[src/rtl/dmem_pkg.sv]
// Shared types and helpers for the dmem_ctrl data memory: access size codes,
// controller state encoding and the store byte-enable mask.
package dmem_pkg;

    typedef enum logic [1:0] {
        SZ_BYTE  = 2'd0,
        SZ_HALF  = 2'd1,
        SZ_WORD  = 2'd2,
        SZ_DWORD = 2'd3
    } size_e;

    typedef enum logic {
        ST_INIT  = 1'b0,
        ST_READY = 1'b1
    } state_e;

    localparam int MAX_NB = 8;

    // Lane bits that must be zero for an access of the given size to be aligned.
    function automatic logic [2:0] lane_lsb_mask(input logic [1:0] size);
        logic [2:0] m;
        case (size)
            SZ_BYTE: m = 3'b000;
            SZ_HALF: m = 3'b001;
            SZ_WORD: m = 3'b011;
            default: m = 3'b111;
        endcase
        return m;
    endfunction

    function automatic logic [MAX_NB-1:0] byte_mask(input logic [1:0] size,
                                                    input logic [2:0] lane);
        logic [MAX_NB-1:0] m;
        case (size)
            SZ_BYTE: m = 8'h01;
            SZ_HALF: m = 8'h03;
            SZ_WORD: m = 8'h0F;
            default: m = 8'hFF;
        endcase
        return m << lane;
    endfunction

endpackage

[src/rtl/dmem_load_align.sv]
// Load data alignment: shifts the addressed lanes of a raw memory word down to
// bit 0 and sign- or zero-extends them to the full data width.
module dmem_load_align
    import dmem_pkg::*;
#(
    parameter int DATA_W = 32
) (
    input  logic [DATA_W-1:0] i_word,
    input  logic [2:0]        i_lane,
    input  logic [1:0]        i_size,
    input  logic              i_unsigned,
    output logic [DATA_W-1:0] o_data
);

    logic        [DATA_W-1:0] w_sh;
    logic        [DATA_W-1:0] w_zext;
    logic signed [DATA_W-1:0] w_sext;

    assign w_sh = i_word >> {i_lane, 3'b000};

    always_comb begin
        w_zext = '0;
        w_sext = '0;
        case (i_size)
            SZ_BYTE: begin
                w_zext = DATA_W'(w_sh[7:0]);
                w_sext = DATA_W'($signed(w_sh[7:0]));
            end
            SZ_HALF: begin
                w_zext = DATA_W'(w_sh[15:0]);
                w_sext = DATA_W'($signed(w_sh[15:0]));
            end
            SZ_WORD: begin
                w_zext = DATA_W'(w_sh[31:0]);
                w_sext = DATA_W'($signed(w_sh[31:0]));
            end
            default: begin
                w_zext = w_sh;
                w_sext = $signed(w_sh);
            end
        endcase
        o_data = i_unsigned ? w_zext : w_sext;
    end

endmodule

[src/rtl/dmem_ctrl.sv]
// MEM-stage data memory: byte/half/word(/dword) loads and stores, 1-cycle registered
// response, hardware clear sweep after reset. Optional fault reporting via DMEM_FAULT_EN.
module dmem_ctrl
    import dmem_pkg::*;
#(
    parameter int DATA_W = 32,
    parameter int DEPTH  = 128,
    parameter int ADDR_W = 32
) (
    input  logic              clk,
    input  logic              rst_n,
    input  logic              req_valid,
    output logic              req_ready,
    input  logic              req_we,
    input  logic [1:0]        req_size,
    input  logic              req_unsigned,
    input  logic [ADDR_W-1:0] req_addr,
    input  logic [DATA_W-1:0] req_wdata,
    output logic              rsp_valid,
    output logic [DATA_W-1:0] rsp_rdata,
    output logic              rsp_fault,
    output logic              busy
);

    localparam int NB = DATA_W / 8;
    localparam int LB = $clog2(NB);
    localparam int IW = $clog2(DEPTH);
    localparam int HI = LB + IW;

    state_e            r_state;
    state_e            w_state_nxt;
    logic [IW-1:0]     r_clr_cnt;
    logic [DATA_W-1:0] r_mem [DEPTH];
    logic              r_rsp_valid;
    logic              r_rsp_fault;
    logic [DATA_W-1:0] r_rsp_rdata;

    logic              w_ready;
    logic              w_busy;
    logic              w_acc;
    logic              w_fault;
    logic              w_unused;
    logic [1:0]        w_size;
    logic [2:0]        w_lane;
    logic [2:0]        w_lane_lsb;
    logic [2:0]        w_lane_al;
    logic [IW-1:0]     w_idx;
    logic [7:0]        w_bmask_all;
    logic [DATA_W-1:0] w_wdata_sh;
    logic [DATA_W-1:0] w_load;

    // A dword request on a 32-bit memory degrades to a word access.
    assign w_size      = (DATA_W == 32 && req_size == SZ_DWORD) ? SZ_WORD : req_size;
    assign w_lane      = 3'(req_addr[LB-1:0]);
    assign w_lane_lsb  = lane_lsb_mask(w_size);
    assign w_lane_al   = w_lane & ~w_lane_lsb;
    assign w_idx       = req_addr[LB +: IW];
    assign w_bmask_all = byte_mask(w_size, w_lane_al);
    assign w_wdata_sh  = req_wdata << {w_lane_al, 3'b000};
    assign w_acc       = req_valid && w_ready;

`ifdef DMEM_FAULT_EN
    assign w_fault = (|(w_lane & w_lane_lsb)) || ((req_addr >> HI) != '0);
`else
    assign w_fault = 1'b0;
`endif

    // Address bits above the index field are deliberately ignored (wrap).
    assign w_unused = ^{req_addr, w_bmask_all};

    always_comb begin
        w_state_nxt = r_state;
        w_ready     = 1'b0;
        w_busy      = 1'b0;
        case (r_state)
            ST_INIT: begin
                w_busy = 1'b1;
                if (r_clr_cnt == IW'(DEPTH - 1)) w_state_nxt = ST_READY;
            end
            ST_READY: w_ready = 1'b1;
            default:  w_state_nxt = ST_INIT;
        endcase
    end

    always_ff @(posedge clk) begin
        if (!rst_n) begin
            r_state   <= ST_INIT;
            r_clr_cnt <= '0;
        end else begin
            r_state <= w_state_nxt;
            if (r_state == ST_INIT) r_clr_cnt <= r_clr_cnt + IW'(1);
        end
    end

    always_ff @(posedge clk) begin
        if (r_state == ST_INIT) begin
            r_mem[r_clr_cnt] <= '0;
        end else if (rst_n && w_acc && req_we && !w_fault) begin
            for (int b = 0; b < NB; b++) begin
                if (w_bmask_all[b]) r_mem[w_idx][8*b +: 8] <= w_wdata_sh[8*b +: 8];
            end
        end
    end

    dmem_load_align #(
        .DATA_W     (DATA_W)
    ) u_load_align (
        .i_word     (r_mem[w_idx]),
        .i_lane     (w_lane_al),
        .i_size     (w_size),
        .i_unsigned (req_unsigned),
        .o_data     (w_load)
    );

    // Response stage: loads sample the array at the accept edge.
    always_ff @(posedge clk) begin
        if (!rst_n) begin
            r_rsp_valid <= 1'b0;
            r_rsp_rdata <= '0;
            r_rsp_fault <= 1'b0;
        end else begin
            r_rsp_valid <= w_acc;
            if (w_acc) begin
                r_rsp_fault <= w_fault;
                r_rsp_rdata <= (req_we || w_fault) ? '0 : w_load;
            end
        end
    end

    assign req_ready = w_ready;
    assign busy      = w_busy;
    assign rsp_valid = r_rsp_valid;
    assign rsp_rdata = r_rsp_rdata;
    assign rsp_fault = r_rsp_fault;

endmodule

[config.mk]
export PLATFORM = sky130hd
export DESIGN_NAME = dmem_ctrl
export DESIGN_NICKNAME = d
export VERILOG_FILES = /design/src/rtl/dmem_pkg.sv /design/src/rtl/dmem_load_align.sv /design/src/rtl/dmem_ctrl.sv
export SDC_FILE = /design/constraint.sdc
export NUM_CORES = 2
export LEC_CHECK = 0
export ABC_AREA = 1
export BUFFER_PORTS_ARGS = -buffer_cell sky130_fd_sc_hd__buf_2
export CORE_ASPECT_RATIO = 1.75
export CORE_UTILIZATION = 60
export DETAILED_ROUTE_END_ITERATION = 8
export PLACE_DENSITY = 0.76
export SLEW_MARGIN = 0
export SYNTH_ARGS = -nofsm -noshare
export SYNTH_HDL_FRONTEND = slang
export SYNTH_SLANG_ARGS = --single-unit
[constraint.sdc]
create_clock -name clk -period 10.91 [get_ports clk]
set_clock_uncertainty 0.1 [all_clocks]
set_input_delay 1.6365 -clock clk [delete_from_list [all_inputs] [get_ports clk]]
set_output_delay 1.6365 -clock clk [all_outputs]
set_load 0.005 [all_outputs]
Word level (Yosys, flattened, before mapping)
Memory sizes are Yosys's and may differ from the RTL's.
Cells that the tools add are included.
- bits in registers: 41
- bits in writable memories: 4096
- input bits: 71
- output and inout port bits: 36
- word-level logic and storage cells: 50
- memories kept: 1
- $add $sub $neg: 1
- equality and inequality tests: 4
- shift operators: 3
- muxes and demuxes: 30
- bitwise logic cells: 2
- reduce and logical (&&, ||, !) cells: 5
- memory list (name ; words ; bits a word ; rd ports ; clocked after Yosys merged registers in ; wr ports ; RTL line ; text):
    r_mem ; 128 ; 32 ; 1 ; 0 ; 1 ; dmem_ctrl.sv:33 ; logic [DATA_W-1:0] r_mem [DEPTH];
- operators with widths (kind ; number):
    $pmux W32 S2 ; 2
    $mux W32 ; 3
    $reduce_or A32 Y1 ; 1
    $shl A32 B6 Y32 ; 1
    $shr A32 B6 Y32 ; 1
    $pmux W8 S3 ; 1
    $mux W1 ; 20
    $pmux W3 S3 ; 1
    $shl A8 B3 Y4 ; 1
    $add A7 B1 Y7 const B ; 1
    $eq A7 B7 Y1 const B ; 1
    $mux W7 ; 1
    $eq A2 B2 Y1 const B ; 2
    $mux W4 ; 1
    $and A2 B3 Y3 ; 1
    $logic_and A1 B1 Y1 ; 3
    $not A3 Y3 ; 1
    $eq A2 B1 Y1 const B ; 1
    $logic_not A2 Y1 ; 1
    $mux W2 ; 1

Logic depth before layout (Yosys ltp)
- word-level depth: 13
- depth in mapped cells: 21
- mapped depth without buffers: 15

Cells and area by module
Synthesis repeated with hierarchy kept, for this count alone.
- cell total of the unflattened synthesis: 14423
- area, all modules: 168103.7 um^2
- modules (own cells, without submodules) (module ; instances ; cells an instance ; area an instance (um^2)):
    dmem_ctrl ; 1 ; 14254 ; 167275.4
    dmem_load_align ; 1 ; 169 ; 828.3

Worst setup path before layout
OpenSTA, ideal clock, no wires.
- path kind: input -> register
- from: input port req_size[1]
- to: memory r_mem[0][24] (data pin)
- arrival: 8.727 ns
- data required time: 9.489 ns
- setup slack: 0.762 ns
- stages on the path: 8
- path buffers: 3
- path through: nor2_1 -> inv_2 -> nor2_1 -> buf_2 -> buf_2 -> buf_1 -> nand2_1 -> a311oi_1
- longest elaborated chain between the ends: 13
- elaborated cells on any way between the ends: 29
- ends and longest elaborated chain (what ; RTL line ; text):
    from (decl) ; dmem_ctrl.sv:15 ; input logic [1:0] req_size,
    $eq A2 B2 Y1 ; dmem_ctrl.sv:53 ; assign w_size = (DATA_W == 32 && req_size == SZ_DWORD) ? SZ_WORD : req_size;
    $mux W2 * ; dmem_ctrl.sv:53 ;
    $eq A2 B2 Y1 (tied with other cells) ; dmem_pkg.sv:22, dmem_pkg.sv:34 ;
    $pmux W3 S3 ; dmem_pkg.sv:22 ; case (size)
    $not A3 Y3 ; dmem_ctrl.sv:56 ; assign w_lane_al = w_lane & ~w_lane_lsb;
    $and A2 B3 Y3 ; dmem_ctrl.sv:56 ;
    $shl A8 B3 Y4 ; dmem_pkg.sv:40 ; return m << lane;
    $mux W1 ; dmem_ctrl.sv:100 ; if (w_bmask_all[b]) r_mem[w_idx][8*b +: 8] <= w_wdata_sh[8*b +: 8];
    $mux W1 ; dmem_ctrl.sv:98 ; end else if (rst_n && w_acc && req_we && !w_fault) begin
    $mux W1 ; dmem_ctrl.sv:96 ; if (r_state == ST_INIT) begin
    $mux W1 (implied by the code) ; dmem_ctrl.sv:100 ;
    $reduce_or A32 Y1 (no source line) ; -- ;
    $mux W32 (no source line) * ; -- ;
    to (decl) ; dmem_ctrl.sv:33 ;
Every way passes the cells marked *; elsewhere a longest branch is shown, timed or not.

Final worst setup path
- from: input port rst_n
- to: memory r_mem[62][17] (enable)
- longest elaborated chain between the ends: 7
- elaborated cells on any way between the ends: 17
- ends and longest elaborated chain (what ; RTL line ; text):
    from (decl) ; dmem_ctrl.sv:11 ; input logic rst_n,
    $logic_and A1 B1 Y1 * (2 in series) ; dmem_ctrl.sv:98 ;
    $mux W1 ; dmem_ctrl.sv:98 ;
    $mux W1 ; dmem_ctrl.sv:96 ;
    $mux W1 (implied by the code) ; dmem_ctrl.sv:100 ;
    $reduce_or A32 Y1 (no source line) ; -- ;
    $mux W7 (no source line) or $mux W4 (tied branches) ; -- ;
Marks and branches as above.

==> run summary <==
status -> completed
All-Layer GR Usage -> 32.0%
area delta synth->final -> 7.77%
I/O Buffers -> 82
clk slew on worst S/H paths -> 0.07 ns
Clock Path Buffers -> 4
CTS Buf Count -> 337
chip width -> 401 um
VDD IR max -> 0.000165 V
# clock sinks -> 4137
HPWL Detailed -> 278 mm
CP required -> 11.35 ns
most common cell after layout, fill and taps aside -> edfxtp_1
Nets -> 13300
r2r worst-path depth -> 12
sequential area share after synthesis -> 74.1%
CP Class -> in -> reg
Setup TNS -> 0 ns
Starting Density -> 60.2%
FP Rows -> 256
die span in y -> 700 um
Slew @ Worst Pin -> 1.28 ns
worst path arrival time -> 6.96 ns
max cap viols -> 0
Post-Syn Area -> 167000 um2
vias post-DR -> 112000
Residual DRC -> 0
final setup fails -> 0
switching share of power -> 21.9%
post_cts resized -> 0
unrepaired setup endpoints after global routing -> false
WL final -> 460 mm
Synth Area per Inst -> 12.3 um2
FILL cells -> 19400
vias in the first global route -> 108000
core area -> 277000 um2
fmax -> 153 MHz
drt pass-1 iters -> 7
Post-Syn Nets -> 13700
DRT antenna net count -> 0
flops & latches, synth -> 4137
Pwr Density -> 174 nW/um2
CTS Root Cell -> clkbuf_16
Slew Viols, Final -> 0
Psw -> 0.00689 W
Iter 0 DRT Violations -> 16200
crit path time final -> 6.52 ns
Worst Setup End Kind -> flop
Leak Pwr -> 67.8 nW
layout cells sized above 1 -> 6.05%
CTS tree -> built
first-pass GRT wire length -> 669 mm
hold-fix buffers at CTS -> 0
most frequent cells in the layout -> 4096 x edfxtp_1, 2096 x nand2_1, 2068 x nor2_1, 1826 x nand3_1, 1433 x o21ai_0
Routability Congestion -> 1.04
Hold/Removal Path Class -> reg -> reg
Syn Inst Count -> 13600
total grt overflow -> 0
largest net degree at the start of global routing -> 217
clock power share -> 39.6%
Worst R2R Setup Slack -> 4.90 ns
CTS H-tree lvls -> 5
Slew headroom -> 15.0%
Ys Warns -> 0
utilization after layout -> 64.9%
combinational cell fraction of total power -> 5.5%
Post-synth ARST share -> 0%
DR WL/cell -> 26.9 um
fin crit share -> 59.8%
Placed Cells -> 16500
internal power -> 0.0245 W
clock latency on the worst-skew pair -> 0.94 ns
Synth cell types -> 36
postcts setup bufs -> 0
Non-Filler Instances -> 17100
vias per std cell -> 6.53
Critical Path Start Type -> input pin
Post-synth EDFFs -> 4096
Synth Flop Type -> edfxtp_1
final hold vios -> 0
initial antenna violation count -> 13
Sequential Power Share -> 54.9%
crit-path max FO -> 37
# IOs -> 107
die footprint -> 281000 um2
Hold Path Cell Cnt -> 2
-- registers in the layout, summed over array words and instances, names as in the netlist --
name,flops
r_mem,4096
rsp_rdata,32
r_clr_cnt,7
r_state,1
rsp_valid,1
-- synth_stat cells, types with 2 or more instances --
cell type  count  area share (%)
clkbuf_2       9           0.027
buf_4        149            0.67
buf_8          4           0.036
nor3_1         5           0.015
inv_4          2          0.0075
buf_1         99            0.22
dfxtp_1       41            0.49
nand2_2        2          0.0075
a31oi_1        4           0.015
nand3_2        3           0.018
nand3_1     1826             5.5
a311oi_1       5           0.026
o211ai_1       2          0.0090
clkinv_1       2          0.0045
o21ai_1      129            0.39
a21oi_1       62            0.19
o21ai_0     1433             4.3
o22ai_1      757             2.8
o21bai_1       3           0.013
or2_2          2          0.0075
inv_2          6           0.013
nand2_1     2097             4.7
buf_2        266            0.80
inv_1         49            0.11
buf_6         45            0.30
edfxtp_1    4096              74
clkbuf_1     421            0.95
nor2_1      2095             4.7
a21oi_2        3           0.016
-- final cells by class --
class	instances	area, um2	share of cell area [%]
diodes	8	20.0	0.0111
repair buffers	245	1960	1.09
well taps	3612	4520	2.51
multi-input cells	8434	38400	21.3
clock buffers	402	8990	4.99
flip-flops and latches	4137	124000	68.8
clock inverters	204	2080	1.15
inverters	59	277	0.154
-- through the flow --
step	setup WS [ns]	hold slack [ns]	power, W	area, um2
3_5_place_dp	3.77	0.357	0.0192	169000
2_1_floorplan	0.762	0.361	0.0187	167000
3_3_place_gp	3.92	0.353	0.0192	169000
5_1_grt	4.31	0.391	0.0321	180000
6_report	4.39	0.367	0.0314	180000
4_1_cts	4.74	0.370	0.0314	180000
-- path summary, 6_finish.rpt --
check,startpoint,to
max reg2reg,r_state,r_mem[62][17]
min reg2reg,rsp_rdata[20],rsp_rdata[20]
max,rst_n,r_mem[62][17]
min,rsp_rdata[20],rsp_rdata[20]
-- worst max-delay path, stage by stage --
cell and delay [ns]:
buf_2 0.15, inv_2 0.55, nor2_1 0.18, nand2_2 0.10, buf_4 0.55, inv_1 0.49, or2_2 0.41, o21ai_0 0.18
nand2_1 0.38, nor2_1 0.86, nand2_1 0.61, nor2_1 0.79
-- cells by family after synthesis --
logic type	Yosys count	share of synthesized area, %
flops	4137	74.1
buf+inv	1053	3.15
fa+ha+maj	1	0.00749
other cells	1	0.00224
simple gates	6031	14.9
xor+xnor	1	0.00524
compound gates	2400	7.79
-- power by group through the flow --
stage	logic (W)	registers [W]	clock network (W)
finish	0.00173	0.0172	0.0124
global placement	0.00161	0.0176	0
detailed placement	0.00166	0.0176	0
CTS	0.00167	0.0172	0.0125
global route	0.00183	0.0172	0.0130
floorplan	0.00112	0.0176	0
-- routing by layer --
layer	part of all wire [%]	track usage [%]	up-vias
li1	-	-	48600
met1	33	38.8	54100
met2	47	50.6	7620
met3	12	7.16	1380
met4	8.1	23.5	2
met5	0.0020	0	-
No activity file was read; power rests on OpenSTA's default activity.
